==> src/rtl/conv_pkg.sv <==
// Shared definitions for the convolution MAC processing element.
// Holds the PE state encoding, default element/accumulator widths and the
// clamp helper used by the saturating build (CONV_MAC_PE_SATURATE_EN).
package conv_pkg;

    typedef enum logic [1:0] {
        IDLE  = 2'd0,
        ACCUM = 2'd1,
        HOLD  = 2'd2
    } pe_state_t;

    localparam int unsigned CONV_DATA_WIDTH = 2;
    localparam int unsigned CONV_ACC_WIDTH  = 16;
    localparam int unsigned SAT_WIDTH       = 64;

    // Clamp a wide signed value into the signed range of acc_width bits.
    function automatic logic signed [SAT_WIDTH-1:0] sat_acc(
        input logic signed [SAT_WIDTH-1:0] value,
        input int unsigned                 acc_width
    );
        logic signed [SAT_WIDTH-1:0] max_v;
        logic signed [SAT_WIDTH-1:0] min_v;
        max_v = (64'sd1 <<< (acc_width - 1)) - 64'sd1;
        min_v = -max_v - 64'sd1;
        if (value > max_v) begin
            return max_v;
        end else if (value < min_v) begin
            return min_v;
        end
        return value;
    endfunction

endpackage

==> src/rtl/conv_lane_sum.sv <==
// Combinational LANES-wide signed multiply and sum of one input beat.
// Ports:
//   weight   : packed signed weights, lane 0 in LSBs
//   infmap   : packed signed activations, lane 0 in LSBs
//   beat_sum : exact signed sum of all lane products
module conv_lane_sum #(
    parameter int unsigned DATA_WIDTH = 2,
    parameter int unsigned LANES      = 4,
    parameter int unsigned SUM_WIDTH  = 2 * DATA_WIDTH + $clog2(LANES) + 1
) (
    input  logic [LANES*DATA_WIDTH-1:0] weight,
    input  logic [LANES*DATA_WIDTH-1:0] infmap,
    output logic signed [SUM_WIDTH-1:0] beat_sum
);

    localparam int unsigned PROD_WIDTH = 2 * DATA_WIDTH;

    logic signed [DATA_WIDTH-1:0] w_lane;
    logic signed [DATA_WIDTH-1:0] a_lane;
    logic signed [PROD_WIDTH-1:0] prod;

    // Full-precision products, sign-extended before summing.
    always_comb begin
        beat_sum = '0;
        w_lane   = '0;
        a_lane   = '0;
        prod     = '0;
        for (int i = 0; i < int'(LANES); i++) begin
            w_lane   = weight[i*DATA_WIDTH +: DATA_WIDTH];
            a_lane   = infmap[i*DATA_WIDTH +: DATA_WIDTH];
            prod     = PROD_WIDTH'(w_lane) * PROD_WIDTH'(a_lane);
            beat_sum = beat_sum + SUM_WIDTH'(prod);
        end
    end

endmodule

==> src/rtl/conv_mac_pe.sv <==
// Sequential convolution MAC PE: accumulates KERNEL_BEATS beats of LANES
// weight/activation products on top of an incoming partial sum and presents
// the window result with valid/ready backpressure.
// Build option: define CONV_MAC_PE_SATURATE_EN to clamp the accumulator to
// the signed ACC_WIDTH range after every beat instead of wrapping.
// Ports:
//   clk, reset          : clock, asynchronous active-high reset
//   clear               : synchronous abort of the current window
//   in_valid / in_ready : input beat handshake (in_ready is combinational)
//   weight, infmap      : packed signed lane operands, lane 0 in LSBs
//   inpsum              : initial partial sum, sampled on a window's first beat
//   out_valid/out_ready : result handshake
//   outpsum             : accumulated window result
//   busy                : window partially accumulated
module conv_mac_pe
    import conv_pkg::*;
#(
    parameter int unsigned DATA_WIDTH   = CONV_DATA_WIDTH,
    parameter int unsigned ACC_WIDTH    = CONV_ACC_WIDTH,
    parameter int unsigned LANES        = 4,
    parameter int unsigned KERNEL_BEATS = 9
) (
    input  logic                        clk,
    input  logic                        reset,
    input  logic                        clear,
    input  logic                        in_valid,
    output logic                        in_ready,
    input  logic [LANES*DATA_WIDTH-1:0] weight,
    input  logic [LANES*DATA_WIDTH-1:0] infmap,
    input  logic signed [ACC_WIDTH-1:0] inpsum,
    output logic                        out_valid,
    input  logic                        out_ready,
    output logic signed [ACC_WIDTH-1:0] outpsum,
    output logic                        busy
);

    localparam int unsigned CNT_WIDTH  = $clog2(KERNEL_BEATS) + 1;
    localparam int unsigned SUM_WIDTH  = 2 * DATA_WIDTH + $clog2(LANES) + 1;
    localparam int unsigned BASE_WIDTH = (ACC_WIDTH >= SUM_WIDTH) ? ACC_WIDTH : SUM_WIDTH;
    localparam int unsigned WIDE_WIDTH = BASE_WIDTH + $clog2(LANES) + 1;
    localparam logic [CNT_WIDTH-1:0] LAST_BEAT = CNT_WIDTH'(KERNEL_BEATS - 1);

    pe_state_t                   state, state_d;
    logic [CNT_WIDTH-1:0]        count, count_d;
    logic signed [ACC_WIDTH-1:0] acc, acc_d;
    logic signed [ACC_WIDTH-1:0] outpsum_d;
    logic                        out_valid_d;
    logic                        busy_d;

    logic signed [SUM_WIDTH-1:0]  beat_sum;
    logic signed [WIDE_WIDTH-1:0] acc_base;
    logic signed [WIDE_WIDTH-1:0] acc_sum;
    logic signed [ACC_WIDTH-1:0]  acc_next;
    logic                         accept;

    conv_lane_sum #(
        .DATA_WIDTH (DATA_WIDTH),
        .LANES      (LANES),
        .SUM_WIDTH  (SUM_WIDTH)
    ) u_lane_sum (
        .weight   (weight),
        .infmap   (infmap),
        .beat_sum (beat_sum)
    );

    // A held result blocks new beats only until it is taken downstream.
    assign in_ready = (state != HOLD) || out_ready;
    assign accept   = in_valid && in_ready;

    // Next accumulator value; first beat of a window starts from inpsum.
    always_comb begin
        acc_base = (count == '0) ? WIDE_WIDTH'(inpsum) : WIDE_WIDTH'(acc);
        acc_sum  = acc_base + WIDE_WIDTH'(beat_sum);
`ifdef CONV_MAC_PE_SATURATE_EN
        acc_next = ACC_WIDTH'(sat_acc(SAT_WIDTH'(acc_sum), ACC_WIDTH));
`else
        acc_next = ACC_WIDTH'(acc_sum);
`endif
    end

    // Next-state and output decode.
    always_comb begin
        state_d     = state;
        count_d     = count;
        acc_d       = acc;
        outpsum_d   = outpsum;
        out_valid_d = out_valid;

        if (clear) begin
            state_d     = IDLE;
            count_d     = '0;
            acc_d       = '0;
            outpsum_d   = '0;
            out_valid_d = 1'b0;
        end else begin
            if (out_valid && out_ready) begin
                out_valid_d = 1'b0;
                state_d     = IDLE;
            end
            if (accept) begin
                acc_d = acc_next;
                if (count == LAST_BEAT) begin
                    outpsum_d   = acc_next;
                    out_valid_d = 1'b1;
                    count_d     = '0;
                    state_d     = HOLD;
                end else begin
                    count_d = count + CNT_WIDTH'(1);
                    state_d = ACCUM;
                end
            end
        end

        busy_d = (state_d == ACCUM);
    end

    always_ff @(posedge clk or posedge reset) begin
        if (reset) begin
            state     <= IDLE;
            count     <= '0;
            acc       <= '0;
            outpsum   <= '0;
            out_valid <= 1'b0;
            busy      <= 1'b0;
        end else begin
            state     <= state_d;
            count     <= count_d;
            acc       <= acc_d;
            outpsum   <= outpsum_d;
            out_valid <= out_valid_d;
            busy      <= busy_d;
        end
    end

endmodule

==> config.mk <==
export PLATFORM = sky130hd
export DESIGN_NAME = conv_mac_pe
export DESIGN_NICKNAME = d
export VERILOG_FILES = /design/src/rtl/conv_pkg.sv /design/src/rtl/conv_lane_sum.sv /design/src/rtl/conv_mac_pe.sv
export SDC_FILE = /design/constraint.sdc
export NUM_CORES = 1
export LEC_CHECK = 0
export ABC_AREA = 1
export BUFFER_PORTS_ARGS = -buffer_cell sky130_fd_sc_hd__buf_2
export CAP_MARGIN = 20
export CORE_MARGIN = 2
export CORE_UTILIZATION = 40
export CTS_CLUSTER_DIAMETER = 120
export DETAILED_ROUTE_END_ITERATION = 12
export MAX_ROUTING_LAYER = met4
export SYNTH_ARGS = -nofsm -noshare
export SYNTH_HDL_FRONTEND = slang
export SYNTH_SLANG_ARGS = --single-unit
==> constraint.sdc <==
create_clock -name clk -period 3 [get_ports clk]
set_input_delay 0.45 -clock clk [delete_from_list [all_inputs] [get_ports clk]]
set_output_delay 0.45 -clock clk [all_outputs]
set_load 0.03 [all_outputs]
Yosys cells after proc, flatten, opt, wreduce, memory -nomap -nowiden
Cells that the tools add are included.
{"block": "word_totals", "ram_bits": 0, "mem_bits_ro": 0, "inputBits": 37, "mem_count": 0, "elab_cells": 42, "register_bits": 41, "latchBits": 0}
{"block": "classes", "n_mux": 17, "eq_ne": 3, "n_bitwise": 0, "magnitude_cmp": 0, "reduce_logical": 7, "n_div": 0, "mul": 4, "addsub": 5, "shift": 0}
{"operator": "two-way mux 16 bit", "n": 6}
{"operator": "adder 16 x 7 -> 16 bit", "n": 1}
{"operator": "multiplier 2 x 2 -> 4 bit", "n": 4}
{"operator": "two-way mux 5 bit", "n": 3}
{"operator": "two-way mux 2 bit", "n": 4}
{"operator": "adder 7 x 4 -> 7 bit", "n": 1}
{"operator": "adder 5 x 4 -> 6 bit", "n": 1}
{"operator": "adder 4 x 4 -> 5 bit", "n": 1}
{"operator": "adder 5 x 1 -> 5 bit, second input constant", "n": 1}
{"operator": "equality test 5 x 4 -> 1 bit, second input constant", "n": 1}
{"operator": "zero test 5 bit", "n": 1}
{"operator": "two-way mux 1 bit", "n": 4}
{"operator": "nonzero test 2 bit", "n": 2}
{"operator": "equality test 2 x 1 -> 1 bit, second input constant", "n": 1}
{"operator": "logical AND 1 bit", "n": 2}
{"operator": "inequality test 2 bit, second input constant", "n": 1}
{"operator": "AND reduction 2 bit", "n": 1}
{"operator": "logical OR 1 bit", "n": 1}

Longest topological paths before layout
{"block": "depth", "ltp_word": 8, "depth_mapped": 36, "mapped_depth_nobuf": 36}

Hierarchy
A second synthesis with hierarchy kept.
{"block": "unflattened", "cells_unflattened": 510, "hier_area_um2": 3813.7}
{"mod": "conv_mac_pe", "area_per_inst_um2": 2887.8, "cells_per_inst": 393, "n_inst": 1, "seq_area_each_um2": 1026.0}
{"mod": "conv_lane_sum", "area_per_inst_um2": 925.9, "cells_per_inst": 117, "n_inst": 1, "seq_area_each_um2": 0.0}

Worst setup path after synthesis
OpenSTA, ideal clock, no wires.
{"block": "synth_timing", "kind": "input-to-reg", "from": "input infmap[3]", "to": "register acc[13]", "path_stages": 33, "path_slack_ns": -3.468, "t_arrival_ns": 6.349, "t_required_ns": 2.881, "n_path_buf": 0, "cell_sequence": "inv_1 or2_2 fa_1 inv_1 ha_1 inv_1 fa_1 fa_1 inv_1 ha_1 fa_1 nand2_1 nand2_1 a21oi_1 xor2_1 ha_1 ha_1 a21oi_1 nand3_1 nand2_1 inv_1 ha_1 nand2_1 or2_2 nand2_1 o21bai_1 nand3_2 o21ai_2 nand2_1 nand2_1 nand2_1 nand4_1 nand2_1"}
{"block": "synth_between", "elab_chain_cells": 7}
{"element": "start, declared", "line_no": "conv_mac_pe.sv:29", "text": "input logic [LANES*DATA_WIDTH-1:0] infmap,"}
{"element": "multiplier 2 x 2 -> 4 bit", "line_no": "conv_lane_sum.sv:31", "text": "prod = PROD_WIDTH'(w_lane) * PROD_WIDTH'(a_lane);"}
{"element": "adder 4 x 4 -> 5 bit", "line_no": "conv_lane_sum.sv:32", "text": "beat_sum = beat_sum + SUM_WIDTH'(prod);"}
{"element": "adder 5 x 4 -> 6 bit", "line_no": "conv_lane_sum.sv:32"}
{"element": "adder 7 x 4 -> 7 bit", "line_no": "conv_lane_sum.sv:32"}
{"element": "adder 16 x 7 -> 16 bit", "line_no": "conv_mac_pe.sv:73", "text": "acc_sum = acc_base + WIDE_WIDTH'(beat_sum);"}
{"element": "two-way mux 16 bit", "line_no": "conv_mac_pe.sv:100", "text": "if (accept) begin"}
{"element": "two-way mux 16 bit", "line_no": "conv_mac_pe.sv:89", "text": "if (clear) begin"}
{"element": "end signal, assigned", "line_no": "conv_mac_pe.sv:121", "text": "acc <= '0;"}
{"element": "end signal, assigned", "line_no": "conv_mac_pe.sv:128", "text": "acc <= acc_d;"}
{"element": "end, declared", "line_no": "conv_mac_pe.sv:45", "text": "logic signed [ACC_WIDTH-1:0] acc, acc_d;"}
No other way between the ends. The select of a mux whose other input is x is not followed.
A chain may end at the register's enable or synchronous reset.

Final worst setup path
{"block": "layout_timing", "from": "input weight[2]", "to": "register outpsum[9]"}
{"block": "layout_between", "elab_chain_cells": 8}
{"element": "start, declared", "line_no": "conv_mac_pe.sv:28", "text": "input logic [LANES*DATA_WIDTH-1:0] weight,"}
{"element": "multiplier 2 x 2 -> 4 bit", "line_no": "conv_lane_sum.sv:31"}
{"element": "adder 4 x 4 -> 5 bit", "line_no": "conv_lane_sum.sv:32"}
{"element": "adder 5 x 4 -> 6 bit", "line_no": "conv_lane_sum.sv:32"}
{"element": "adder 7 x 4 -> 7 bit", "line_no": "conv_lane_sum.sv:32"}
{"element": "adder 16 x 7 -> 16 bit", "line_no": "conv_mac_pe.sv:73"}
{"element": "two-way mux 16 bit", "line_no": "conv_mac_pe.sv:102", "text": "if (count == LAST_BEAT) begin"}
{"element": "two-way mux 16 bit", "line_no": "conv_mac_pe.sv:100"}
{"element": "two-way mux 16 bit", "line_no": "conv_mac_pe.sv:89"}
{"element": "end signal, assigned", "line_no": "conv_mac_pe.sv:129", "text": "outpsum <= outpsum_d;"}
{"element": "end, declared", "line_no": "conv_mac_pe.sv:33", "text": "output logic signed [ACC_WIDTH-1:0] outpsum,"}
No other way between the ends. The select of a mux whose other input is x is not followed.

==> results.toml <==
[detailed_routing]
drc = 0
antenna_left = 0
firstDrtPassIters = 4
vias_per_cell = 4.88
drtIter0Drc = 140
wl_per_cell_microns = 13.4
vias = 3421
wl_microns = 9390

[critical_path]
critPathMaxStageDelay_ns = 0.52
critPathCaptureType = "flop"
crit_start = "weight[2]"
cp_top_family = "adder cells"
worstSetupStartpointType = "primary input"
cp_max_fo = 8
cp_slowest_cell = "fa_1"
r2r-start = "count[0]"
crit_buf_inv = 6
required_ns = 3.18
path_class = "primary input to flop"
critPathArrivalTime_ns = 6.00

[global_route]
grt_pass1_vias = 3418
gr-total-overflow = 0
grt_pass1_wl_microns = 15400
grt_usage = 0.196
antenna_found_initial = 0
grt_max_degree = 30

[yosys]
synth_area_sq_um = 3660
synth-async-reset-ratio = 1.00
yosys_warnings = 0
ys_seq_elements = 41
syn_inst = 468
synth_area_leader_cell = "dfrtp_1"
yosysSeqAreaShare = 0.280
yosys.area.top_type_share = 0.280
synth_top_cells_by_count = "102 x nand2_1, 73 x inv_1, 41 x dfrtp_1"
synth_cell_types = 37
synth_ff_type = "dfrtp_1"
synth_nets = 559
synthTopCellsByArea = "dfrtp_1 28%, ha_1 13%, nand2_1 10%, fa_1 8.7%, inv_1 7.5%"
synth_edf_count = 0
synth.most_common_cell = "nand2_1"
syn_area_per_cell_sq_um = 7.83

[cells_and_area]
antenna_cells = 0
fin_nets = 683
ff_latch_area_sq_um = 1030
multi_input_area_sq_um = 2810
area_delta_synth_final_pct = 43.8
drive_above_1_share = 0.430
final.fill_count = 782

[cts]
cts-buffers-inserted = 5
clk_latency_ns = 0.30
htree_levels = 2
hold_buffers = 0
clockBufferDepth = 2
clock-sinks = 41
cts_tree = "built"
cts-root-buf = "clkbuf_8"
path_clk_slew_ns = 0.09

[die]
die_area_sq_um = 9940
core_area_sq_um = 8810
fp.dieH_microns = 99.7
start_util = 0.416
dieWidth_microns = 99.7
core.rowCount = 34
ios = 56

[place]
gp_congestion = 0.928
dp_hpwl_microns = 7140
io_buffers = 55

[min_path]
worstHoldPathType = "primary input to asynchronous set/reset pin"

[sta]
period_minus_slack_ns = 5.83
fin_crit_sh = 1.94
drv_slew = 0
layout_setup_ws_ns = -2.83
grt_setup_unrepaired = "yes"
clock_skew_ns = 0.00489
timing.setup.tns_ns = -71.46
finalSetupViolCount = 30
fmax_mhz = 172
max_slew_margin = 0.551
worst_pin_slew_ns = 0.673
hold_viol = 0

[run_status]
status = "finished with violations"
violations = "setup timing"

[flow_run]
max_cap_viol_count = 0
## flip-flops by register name, indices dropped and copies added, names as in the netlist
signal	flops
acc	16
outpsum	16
count	5
state	2
busy	1
out_valid	1
## through the flow
stage                      util  area (sq um)  setup WS (ns)  std cells  hold slack (ns)
after floorplan               -          3840          -2.87        468            0.436
after global placement    0.533          4700          -3.15        685            0.457
after detailed placement  0.533          4700          -3.28        685            0.462
after CTS                 0.557          4900          -2.86        696            0.259
after global routing      0.598          5270          -3.07        701            0.277
final                     0.598          5270          -2.83        701            0.237
## what timing repair did
item | CTS | global route
pin swaps | 22 | 31
setup endpoints to repair | 30 | 31
gates resized for setup | 22 | 68
buffers inserted | 3 | 5
## cells by family after synthesis
kind of cell / count (synthesis) / share of synthesized area
simple gates: 186 / 0.227
buf+inv: 88 / 0.0943
compound gates: 77 / 0.121
fa+ha+maj: 54 / 0.217
flops: 41 / 0.280
mux: 12 / 0.0369
xor+xnor: 10 / 0.0239
## cell usage in the layout, fill, tap and decap left out, types with 10 or more instances in the layout
cell | synthesis | layout
o21ai_1 | 9 | 22
nor2_1 | 26 | 22
ha_1 | 38 | 27
ha_4 | 0 | 11
buf_4 | 1 | 72
buf_2 | 3 | 50
nand2_1 | 102 | 86
a21oi_1 | 23 | 10
nand2_2 | 5 | 15
nand3_1 | 24 | 20
dfrtp_1 | 41 | 41
fa_1 | 16 | 14
inv_1 | 73 | 62
mux2_2 | 12 | 12
a21oi_2 | 2 | 11
## cell type report
type | instances | share of cell area
Clock buffer | 6 | 0.0138
Clock inverter | 2 | 0.00736
Inverter | 75 | 0.0577
Multi-Input combinational cell | 339 | 0.533
Sequential cell | 41 | 0.195
Tap cell | 108 | 0.0257
Timing Repair Buffer | 130 | 0.168
## routing by layer
metal,global-route usage,vias to the layer above,part of all wire
li1,-,1771,-
met5,-,-,0
met4,0.0295,0,0.0031
met3,0.0267,2,0.030
met1,0.274,1600,0.48
met2,0.313,48,0.48
## worst paths after layout
path | end | slack, ns | cells after the start
worst min-delay path | busy | 0.24 | 2
min in group clk | out_valid | 0.43 | 4
worst max register to register | outpsum[12] | 0.07 | 18
worst min register to register | outpsum[14] | 0.48 | 2
max in group asynchronous | acc[9] | 1.94 | 3
worst max-delay path | outpsum[9] | -2.83 | 32
Power is not shown: default switching activity piles up to over one toggle a cycle in this logic, so the estimate is an artifact.
